**config.mk**
```make
export PLATFORM = sky130hd
export DESIGN_NAME = pwm_capture
export DESIGN_NICKNAME = d
export VERILOG_FILES = /design/src/rtl/pwm_capture.sv
export SDC_FILE = /design/constraint.sdc
export NUM_CORES = 1
export LEC_CHECK = 0
export BUFFER_PORTS_ARGS = -buffer_cell sky130_fd_sc_hd__clkbuf_2
export CORE_UTILIZATION = 35
export DETAILED_ROUTE_END_ITERATION = 7
export MAX_ROUTING_LAYER = met4
export PLACE_DENSITY = 0.54
export SLEW_MARGIN = 20
export SYNTH_ARGS = -nofsm -noshare
export SYNTH_HDL_FRONTEND = slang
export SYNTH_SLANG_ARGS = --single-unit
export TNS_END_PERCENT = 1
```
**constraint.sdc**
```tcl
create_clock -name clk -period 5.5 [get_ports clk]
set_input_delay 1.65 -clock clk [delete_from_list [all_inputs] [get_ports clk]]
set_output_delay 1.65 -clock clk [all_outputs]
set_load 0.005 [all_outputs]
```
**src/rtl/pwm_capture.sv**
```systemverilog
// PWM receiver: measures high time and period of an asynchronous PWM input and
// converts them to an 8-bit duty code with a bit-serial restoring divider.
module pwm_capture #(
  parameter int unsigned CNT_W = 16
) (
  input  logic             clk,
  input  logic             rst_n,
  input  logic             pwm_in,
  input  logic             en,
  output logic [CNT_W-1:0] high_cnt,
  output logic [CNT_W-1:0] period_cnt,
  output logic [7:0]       duty8,
  output logic             meas_valid,
  output logic             stuck_hi,
  output logic             stuck_lo,
  output logic             overrun
);

  localparam logic [CNT_W-1:0] CNT_MAX = '1;
  localparam logic [CNT_W-1:0] CNT_ONE = CNT_W'(1);

  typedef enum logic [1:0] {
    S_IDLE,
    S_ARM,
    S_HIGH,
    S_LOW
  } state_t;

  typedef enum logic [1:0] {
    DIV_IDLE,
    DIV_STEP,
    DIV_PUB
  } div_state_t;

  state_t     state, state_nx;
  div_state_t div_state;

  logic sync1, s, s_d;
  logic rise, fall;

  logic [CNT_W-1:0] pcnt, hcnt;
  logic             cnt_clear, cnt_start, cnt_run, hcnt_inc;
  logic             close, to_fire, to_hi;

  logic [CNT_W+7:0] num_w;
  logic [CNT_W-1:0] cap_h, cap_p, rem;
  logic [7:0]       num_lo, quo;
  logic [2:0]       step;
  logic [CNT_W:0]   trial;
  logic [CNT_W-1:0] diff;
  logic             sub_ok;

  always_ff @(posedge clk or negedge rst_n) begin
    if (!rst_n) begin
      sync1 <= 1'b0;
      s     <= 1'b0;
      s_d   <= 1'b0;
    end else begin
      sync1 <= pwm_in;
      s     <= sync1;
      s_d   <= s;
    end
  end

  assign rise = s & ~s_d;
  assign fall = ~s & s_d;

  always_ff @(posedge clk or negedge rst_n) begin
    if (!rst_n) state <= S_IDLE;
    else        state <= state_nx;
  end

  // ARM also runs the period counter so that a level that never toggles
  // still times out; the stuck polarity then follows the sampled level.
  always_comb begin
    state_nx  = state;
    cnt_clear = 1'b0;
    cnt_start = 1'b0;
    cnt_run   = 1'b0;
    hcnt_inc  = 1'b0;
    close     = 1'b0;
    to_fire   = 1'b0;
    to_hi     = 1'b0;
    if (!en) begin
      state_nx  = S_IDLE;
      cnt_clear = 1'b1;
    end else begin
      case (state)
        S_IDLE: state_nx = S_ARM;
        S_ARM: begin
          if (rise) begin
            cnt_start = 1'b1;
            state_nx  = S_HIGH;
          end else if (pcnt == CNT_MAX) begin
            to_fire = 1'b1;
            to_hi   = s;
          end else begin
            cnt_run = 1'b1;
          end
        end
        S_HIGH: begin
          if (pcnt == CNT_MAX) begin
            to_fire  = 1'b1;
            to_hi    = 1'b1;
            state_nx = S_ARM;
          end else begin
            cnt_run  = 1'b1;
            hcnt_inc = s;
            if (fall) state_nx = S_LOW;
          end
        end
        S_LOW: begin
          if (rise) begin
            close     = 1'b1;
            cnt_start = 1'b1;
            state_nx  = S_HIGH;
          end else if (pcnt == CNT_MAX) begin
            to_fire  = 1'b1;
            to_hi    = 1'b0;
            state_nx = S_ARM;
          end else begin
            cnt_run  = 1'b1;
            hcnt_inc = s;
          end
        end
        default: state_nx = S_IDLE;
      endcase
    end
  end

  always_ff @(posedge clk or negedge rst_n) begin
    if (!rst_n) begin
      pcnt <= '0;
      hcnt <= '0;
    end else if (cnt_clear) begin
      pcnt <= '0;
      hcnt <= '0;
    end else if (cnt_start) begin
      pcnt <= CNT_ONE;
      hcnt <= CNT_ONE;
    end else if (to_fire) begin
      pcnt <= CNT_ONE;
      hcnt <= '0;
    end else if (cnt_run) begin
      pcnt <= pcnt + CNT_ONE;
      if (hcnt_inc) hcnt <= hcnt + CNT_ONE;
    end
  end

  // The upper CNT_W bits of hcnt*256-1 are hcnt-1 < pcnt, so the partial
  // remainder starts below the divisor and 8 steps yield the whole quotient.
  assign num_w  = {hcnt, 8'h00} - (CNT_W + 8)'(1);
  assign trial  = {rem, num_lo[7]};
  assign sub_ok = (trial >= {1'b0, cap_p});
  assign diff   = trial[CNT_W-1:0] - cap_p;

  always_ff @(posedge clk or negedge rst_n) begin
    if (!rst_n) begin
      div_state <= DIV_IDLE;
      cap_h     <= '0;
      cap_p     <= '0;
      rem       <= '0;
      num_lo    <= '0;
      quo       <= '0;
      step      <= '0;
    end else if (!en) begin
      div_state <= DIV_IDLE;
    end else begin
      case (div_state)
        DIV_IDLE: begin
          if (close) begin
            cap_h     <= hcnt;
            cap_p     <= pcnt;
            rem       <= num_w[CNT_W+7:8];
            num_lo    <= num_w[7:0];
            quo       <= '0;
            step      <= '0;
            div_state <= DIV_STEP;
          end
        end
        DIV_STEP: begin
          rem    <= sub_ok ? diff : trial[CNT_W-1:0];
          quo    <= {quo[6:0], sub_ok};
          num_lo <= {num_lo[6:0], 1'b0};
          step   <= step + 3'd1;
          if (step == 3'd7) div_state <= DIV_PUB;
        end
        DIV_PUB: div_state <= DIV_IDLE;
        default: div_state <= DIV_IDLE;
      endcase
    end
  end

  always_ff @(posedge clk or negedge rst_n) begin
    if (!rst_n) begin
      high_cnt   <= '0;
      period_cnt <= '0;
      duty8      <= '0;
      meas_valid <= 1'b0;
      stuck_hi   <= 1'b0;
      stuck_lo   <= 1'b0;
      overrun    <= 1'b0;
    end else begin
      meas_valid <= 1'b0;
      if (!en)                                  overrun <= 1'b0;
      else if (close && div_state != DIV_IDLE)  overrun <= 1'b1;

      if (en && div_state == DIV_PUB) begin
        high_cnt   <= cap_h;
        period_cnt <= cap_p;
        duty8      <= quo;
        stuck_hi   <= 1'b0;
        stuck_lo   <= 1'b0;
        meas_valid <= 1'b1;
      end else if (to_fire) begin
        high_cnt   <= to_hi ? CNT_MAX : '0;
        period_cnt <= CNT_MAX;
        duty8      <= to_hi ? 8'hFF : 8'h00;
        stuck_hi   <= to_hi;
        stuck_lo   <= ~to_hi;
        meas_valid <= 1'b1;
      end
    end
  end

endmodule

```
# After elaboration in Yosys (flattened, before gate mapping)
# Cells that the tools add are included.
# word_totals
output_inout_bits	44
input_bits	4
regBits	150
# op_classes
n_eq_ne	16
magnitude_cmp	1
n_addsub	5
n_bitwise	5
n_reduce_logical	13
muxes	66
# ops
op	count
$mux 16	16
$mux 8	5
$add 16x1->16 const B	2
$pmux 16 s2	1
$pmux 8 s2	2
$mux 1	25
$sub 24x1->24 const B	1
$mux 2	9
$ge 17x16->1	1
$eq 16x16->1 const B	1
$sub 16x16->16	1
$ne 3x3->1 const B	3
$reduce_and 3->1	3
$ne 4x1->1 const B	2
$ne 4x4->1 const B	2
$pmux 1 s2	4
$pmux 2 s4	1
$eq 2x2->1 const B	3
$pmux 3 s2	1
$reduce_bool 2->1	3
$eq 2x1->1 const B	2
$logic_not 2->1	2
$pmux 2 s2	1
$reduce_and 2->1	2
other kinds (9)	13

# Longest topological paths before layout
# Gate-level depths: netlist of the first run.
# logic_depth
ltp_word	10
depth_mapped	12

# Least setup slack after synthesis of the first run
# No wires, ideal clock.
# synth_path
kind	input -> register
from	input en
to	register rem[0]
cell_stages	6
arrival_time_ns	3.116
required_ns	5.374
setup_time_ns	0.126
setup_slack_ns	2.258
cell_sequence	buf_2 > clkinv_1 > or3_1 > clkbuf_1 > clkbuf_1 > a221o_1
# synth_between
elab_chain_len	3
# synth_rtl
element	line_no	rtl
from (decl)	9	input logic en,
$mux 1	84	if (!en) begin
$ne 2x2->1 (no source line)	--	
$reduce_and 3->1 (no source line) *	--	
to (signal assigned)	174	rem <= num_w[CNT_W+7:8];
to (signal assigned)	182	rem <= sub_ok ? diff : trial[CNT_W-1:0];
to (decl)	46	logic [CNT_W-1:0] cap_h, cap_p, rem;
# Every way passes the cells marked *; elsewhere a longest branch is shown, timed or not.
# A chain may end at the register's enable or synchronous reset.

# Final worst setup path of the first run
# layout_path
from	register cap_p[1]
to	register rem[5]
# layout_between
elab_chain_len	3
elab_cells_between_ends	4
cone_classes	1 x add/sub; 1 x order compare; 2 x mux
# layout_rtl
element	line_no	rtl
from (decl)	46	
from (signal assigned)	173	cap_p <= pcnt;
$sub 16x16->16 or $ge 17x16->1 (tied branches)	155, 154	
$mux 16 *	182	
$pmux 16 s2 *	169	case (div_state)
# Marks and branches as above.

==> metrics, run 1 <==
Post-CTS Setup Bufs 0; ANT cells 0; initial antenna violation count 0; Hold WC Path Type flop to flop; cells resized by post-CTS repair 0; first-pass GRT wire length around 30000 um; Yosys cell types between 60 and 70; clk slew on worst S/H paths ~60 ps; crit path kind flop to flop; Critical Path Source Type flop; Multi-input gate area approximately 3500 um^2; commonest cells in the netlist dfrtp_1, nor2_1, nand2_1; cell taking the most area after synthesis dfrtp_1; routed wire length per instance around 17 um; max-cap violation count 0; WP data required between 5000 and 6000 ps; final non-filler cell area 8700 um^2; Reg power frac between 30% and 40%; antenna-violating nets left 0; final wirelength between 15000 and 20000 um; Final nets between 700 and 800; cells after synthesis around 730; DP Area 8080 um^2; core region area 21200 um^2; top-count cell post-synth dfrtp_1; Post-synth EDFFs 0; DR vias ~5600; sequential element share of the synthesized area 49.3%; fin crit share 61.9%; hold buffers post-CTS 0; Post-DP HPWL ~13000 um; CTS max path bufs 2; synthesized area between 7000 and 8000 um^2; PortBufs 47; final worst slack about 2100 ps; Comb pwr share between 30% and 40%; share of layout cells above drive strength 1 19.3%; leak pwr 3.95 nW; maximum vdd ir drop 0.000190 V; data arrival time of the critical path about 3700 ps; drt pass-1 iters 6; Setup WS pre-CTS between 1500 and 2000 ps; Seq. cell area about 3800 um^2; Initial Utilization 36.0%; Mean Syn Cell Area 10.4 um^2; asr flop ratio synth between 90% and 100%; Die H 149 um; fmax slightly below 300 MHz; top_reg_cell synth dfrtp_1; Seq cells post-synth 150; status finished clean; worst slew pin tran about 910 ps; clk root buf clkbuf_16; Setup TNS 0 ps; total track usage 17.9%; vias in the first global route 5423; CP endpoint kind flop; final setup fails 0; Syn Nets about 760; top cell type's share of synthesized area between 40 and 50%; CTS Buf Count 17; FP Rows 53; PD cells 460 nW/um^2; min Tclk post-route around 3400 ps; final core occ 41.1%; Final Hold Vio Count 0; final slew viol count 0; largest net degree at the start of global routing 110; Sink Count 150; die area 22300 um^2; FILL cells 2046; Syn-to-layout area delta 14.2%; clock share of power 30.6%; GR Overflow Total 0; H-tree lvl count 4; switching share of total power between 30% and 40%; CTS tree done; I/O Pins 48; DRC Markers 0; NetSw between 1 and 1.5 mW; skew final about 11 ps; P_int between 2 and 3 mW; Ys Warns 0; die width roughly 150 um; RSZ-0062 raised after global routing false; Via density 5.28; clock latency on the worst-skew pair about 420 ps; top cells by area, synth dfrtp_1, ha_1, mux2_2, nor2_1, a21oi_1; GP Congestion between 0.8 and 0.9; Slew HR 39.4%; 1st-iter DRT viols about 330; crit-path max FO 10
[power by group through the flow]
stage / combinational (mW) / sequential [mW] / clock, mW
finish: 1.37 / 1.41 / 1.22
global route: 1.54 / 1.43 / 1.30
CTS: 1.38 / 1.41 / 1.25
detailed placement: 1.37 / 1.43 / 0
global placement: 1.37 / 1.43 / 0
floorplan: 1.08 / 1.37 / 0
[flip-flops by register name, indices dropped and copies added, names as in the netlist]
signal	cells
cap_h	16
cap_p	16
hcnt	16
high_cnt	16
pcnt	16
period_cnt	16
rem	16
duty8	8
num_lo	8
quo	8
step	3
div_state	2
state	2
meas_valid	1
overrun	1
s	1
s_d	1
stuck_hi	1
stuck_lo	1
sync1	1
[logic make-up (layout without fill, tap and decap cells)]
| family | Yosys count | after routing | share of synthesized area (%) |
|---|---|---|---|
| XOR/XNOR | 47 | 47 | 5.41 |
| multiplexers | 43 | 43 | 6.10 |
| flip-flops | 150 | 150 | 49.3 |
| adder cells (fa/ha/maj) | 27 | 27 | 4.54 |
| buffers and inverters | 77 | 122 | 4.32 |
| AO/OA/AOI/OAI | 183 | 183 | 17.0 |
| AND/OR/NAND/NOR | 206 | 206 | 13.4 |
[path summary, 6_finish.rpt]
path / from / slack, ps / end / cells past startpoint
worst max-delay path: cap_p[1]$_DFFE_PN0P_ / 2100 / rem[5]$_DFFE_PN0P_ / 10
worst min-delay path: sync1$_DFF_PN0_ / 350 / s$_DFF_PN0_ / 0
worst max register to register: cap_p[1]$_DFFE_PN0P_ / 2100 / rem[5]$_DFFE_PN0P_ / 10
worst min register to register: sync1$_DFF_PN0_ / 350 / s$_DFF_PN0_ / 0
max in group asynchronous: rst_n / 3280 / rem[2]$_DFFE_PN0P_ / 2
min in group asynchronous: rst_n / 1300 / high_cnt[1]$_DFFE_PN0P_ / 1
[routing by layer]
metal  GRT usage [%]  vias to the layer above  part of all wire [%]
met1            24.6                     2758                    49
met5               -                        -                     0
met3            3.29                       14                   2.9
met4            5.10                        0                   1.2
met2            27.0                       93                    47
li1                -                     2697                     -
[placed cells by master, fill, tap and decap left out, drive strengths merged, types with 7 or more instances in the layout]
cell type  netlist  final
a22o            11     11
clkbuf          24     67
o21ai           37     37
a221o           25     25
a21oi           50     50
nand3           21     21
or3              9      9
xor2            28     28
dfrtp          150    150
nand4            8      8
inv             34     39
nor3            15     15
xnor2           19     19
mux2            27     27
nor2            70     70
buf             17      8
o22ai            7      7
mux2i           16     16
ha              26     26
nand2           51     51
o22a             7      7
[stage by stage]
step | cells | power, mW | hold slack [ps]
after floorplan | 733 | 2.44 | 331
final | 1053 | 4.00 | 351
after CTS | 1053 | 4.04 | 354
after global placement | 1022 | 2.79 | 335
after detailed placement | 1022 | 2.80 | 340
after global routing | 1053 | 4.27 | 367
[area by class of cell]
| class | count | area share (%) |
|---|---|---|
| Timing Repair Buffer | 55 | 3.50 |
| Clock buffer | 20 | 5.25 |
| Tap cell | 275 | 3.96 |
| Multi-Input combinational cell | 506 | 40.7 |
| Clock inverter | 11 | 1.86 |
| Inverter | 36 | 1.55 |
| Sequential cell | 150 | 43.2 |
[critical path, cell delays in order (launching register included)]
cell and delay (ps):
dfrtp_1 420, inv_1 120, ha_1 330, nor2b_1 140, o2111ai_1 270, a211o_1 230, a41oi_1 220, a211oi_2 740
buf_4 340, mux2i_1 290, a32oi_1 130
No activity file was read; power rests on OpenSTA's default activity.
==> run 2, diff against run 1 <==
ABC_AREA = 1   (was default)
clock period = 3.4 ns   (was 5.5 ns; I/O delays follow)
==> run 2 against run 1 <==
- cell count increased by 30%
- die area increased by 6.1%
- highest routed layer unchanged
- combinational power increased by 140%
- count of clock-buffer cells in the layout decreased by 3
- routed wire length increased by 15%
- power increased by 89%
- global-route usage increased by 1.2 points
- largest power group is now combinational logic
- first-iteration DRC count increased by 58%
- via count increased by 22%
- sequential share of layout area decreased by 2.3 points
==> metrics, run 2 <==
first-pass GRT wire length 34400 um (+15%); CTS tree done; final core occ 40.6% (-0.49 points); H-tree lvl count 4 (unchanged); final slew viol count 0 (unchanged); max-cap violation count 0 (unchanged); CTS max path bufs 2 (unchanged); Yosys cell types 48 (-30%); P_int 4.29 mW (+66%); cells after synthesis 1030 (+41%); Post-CTS Setup Bufs 0 (unchanged); initial antenna violation count 0 (unchanged); Critical Path Source Type flop; Initial Utilization 35.7% (-0.29 points); cell taking the most area after synthesis dfrtp_1; Syn-to-layout area delta 13.8%; drt pass-1 iters 6 (unchanged); total track usage 19.2% (+1.2 points); antenna-violating nets left 0 (unchanged); Post-DP HPWL 15300 um (+19%); vias in the first global route 6512 (+20%); Syn Nets 1061 (+39%); commonest non-fill, non-tap cell in the layout nand2_1; top-count cell post-synth nand2_1; leak pwr 4.58 nW (+16%); reg2reg start cap_p[12]$_DFFE_PN0P_; GR Overflow Total 0 (unchanged); largest net degree at the start of global routing 59 (-46%); Sink Count 150 (unchanged); core region area 22600 um^2 (+7.0%); FP Rows 55 (+3.8%); Worst path most repeated cell nand2_1; worst path cell trace inv_1 > ha_1 > nand2_1 > inv_1 > nand2_1 > nand2_1 > nand2_1 > nand2_1 > nor2_1 > nand2_2 > buf_4 > nand2_1 > nand3_1 > nand2_1 > nand2_1; top cells by area, synth dfrtp_1, nand2_1, inv_1, nand3_1, nor2_1; Seq cells post-synth 150 (unchanged); GP Congestion 0.881 (+2.8%); asr flop ratio synth 100% (unchanged); Reg power frac 30.9% (-4.3 points); cells resized by post-CTS repair 0 (unchanged); routed wire length per instance 15.1 um (-12%); final wirelength 20700 um (+15%); Multi-input gate area 3640 um^2 (+2.8%); ANT cells 0 (unchanged); DRC Markers 0 (unchanged); clk slew on worst S/H paths 70 ps (about the same); Slowest cell on crit path nor2_1; worst slew pin tran 776 ps (-133 ps); Die H 154 um (+3.0%); commonest cells in the netlist nand2_1, dfrtp_1, inv_1; CP endpoint kind flop; DR vias 6800 (+22%); status finished clean; clk root buf clkbuf_16; crit-path max FO 11 (+1); RSZ-0062 raised after global routing false; maximum vdd ir drop 0.000357 V (+88%); Setup crit start cap_p[12]$_DFFE_PN0P_; top cell type's share of synthesized area 46.4% (-2.9 points); fin crit share 78.1% (+16 points); Worst Hold Launch sync1$_DFF_PN0_; crit path kind flop to flop; NetSw 3.28 mW (+130%); data arrival time of the critical path 2970 ps (-690 ps); Slew HR 48.1% (+8.7 points); FILL cells 2303 (+13%); Via density 4.96 (-6.2%); WP data required 3720 ps (-2040 ps); clock share of power 25.4% (-5.2 points); final setup fails 0 (unchanged); Final nets 1105 (+39%); fmax 377 MHz (+28%); most frequent cells in the layout nand2_1, dfrtp_1, inv_1; skew final 11.4 ps (+0.480 ps); top_reg_cell synth dfrtp_1; Mean Syn Cell Area 7.85 um^2 (-24%); Hold WC Path Type flop to flop; I/O Pins 48 (unchanged); WHS 353 ps (+1.59 ps); PD cells 823 nW/um^2 (+79%); die area 23700 um^2 (+6.1%); Ys Warns 0 (unchanged); Post-synth EDFFs 0 (unchanged); min Tclk post-route 2660 ps (-749 ps); Seq. cell area 3750 um^2 (unchanged); sequential element share of the synthesized area 46.4% (-2.9 points); synthesized area 8080 um^2 (+6.2%); CTS Buf Count 17 (unchanged); Final Hold Vio Count 0 (unchanged); crit-path max cell delay 600 ps (-140 ps); clock latency on the worst-skew pair 430 ps (about the same); share of layout cells above drive strength 1 12.1% (-7.2 points); PortBufs 47 (unchanged); Setup TNS 0 ps (unchanged); Comb pwr share 43.7% (+9.4 points); switching share of total power 43.3% (+7.8 points); 1st-iter DRT viols 527 (+58%); die width 154 um (+3.0%); hold buffers post-CTS 0 (unchanged)
[run 2: changes by cell type in the layout (fill, tap and decap cells not counted), moves of 16 or more]
cell     change
nand2_1    +218
nand3_1     +62
a221o_2     -19
a21oi_1     +16
xor2_1      -17
mux2_2      -27
nor2_1      +27
inv_1       +84
mux2i_1     -16
[run 2: metal layers]
layer,wire [um],GRT usage (%),up-vias
li1,-,-,3422
met1,10100,26.4,3235
met2,9470,28.7,125
met3,868,3.04,18
met4,258,6.00,0
met5,0,-,-
[run 2: power groups by stage]
| stage | registers, mW | logic [mW] | clock network (mW) |
|---|---|---|---|
| 5_1_grt | 2.38 | 3.80 | 2.03 |
| 3_3_place_gp | 2.37 | 3.29 | 0 |
| 3_5_place_dp | 2.37 | 3.28 | 0 |
| 4_1_cts | 2.34 | 3.30 | 1.97 |
| 2_1_floorplan | 2.29 | 2.50 | 0 |
| 6_report | 2.34 | 3.31 | 1.93 |
[run 2: area by class of cell]
cell class	count	area share (%)
Clock buffer	17	4.63
Inverter	135	5.54
Sequential cell	150	40.8
Tap cell	285	3.88
Multi-Input combinational cell	713	39.6
Clock inverter	15	1.99
Timing Repair Buffer	57	3.58
[run 2: path summary, 6_finish.rpt]
check	cells after the start	slack [ps]	end
worst max-delay path	15	740	rem[8]$_DFFE_PN0P_
worst min-delay path	0	350	s$_DFF_PN0_
worst max register to register	15	740	rem[8]$_DFFE_PN0P_
worst min register to register	0	350	s$_DFF_PN0_
max in group asynchronous	2	2130	high_cnt[3]$_DFFE_PN0P_
min in group asynchronous	1	550	duty8[5]$_DFFE_PN0P_
[run 2: cells by family (layout without fill, tap and decap cells)]
logic type | after synthesis | in the layout | share of synthesized area [%]
adders and majority gates | 27 | 27 | 4.27
and+or+nand+nor | 512 | 512 | 27.9
DFF | 150 | 150 | 46.4
buffers and inverters | 167 | 224 | 8.61
xor gates and xnor gates | 16 | 16 | 1.73
AOI/OAI and AO/OA | 158 | 158 | 11.1
[run 2: per-stage QoR]
step                      setup WS, ps  cells  cell area (um^2)  power, mW
after floorplan                   1110   1030              8080       4.79
after global placement             615   1340              8590       5.66
after detailed placement           601   1340              8590       5.65
after CTS                          794   1372              9200       7.61
after global routing               487   1372              9200       8.21
final                              745   1372              9200       7.57
[run 2: critical path, delay by kind of cell, from the launching register on]
kind / cells / cell delay (ps)
adder cells (fa/ha/maj): 1 / 310
buffers and inverters: 3 / 390
flip-flops: 1 / 360
AND/OR/NAND/NOR: 11 / 1470
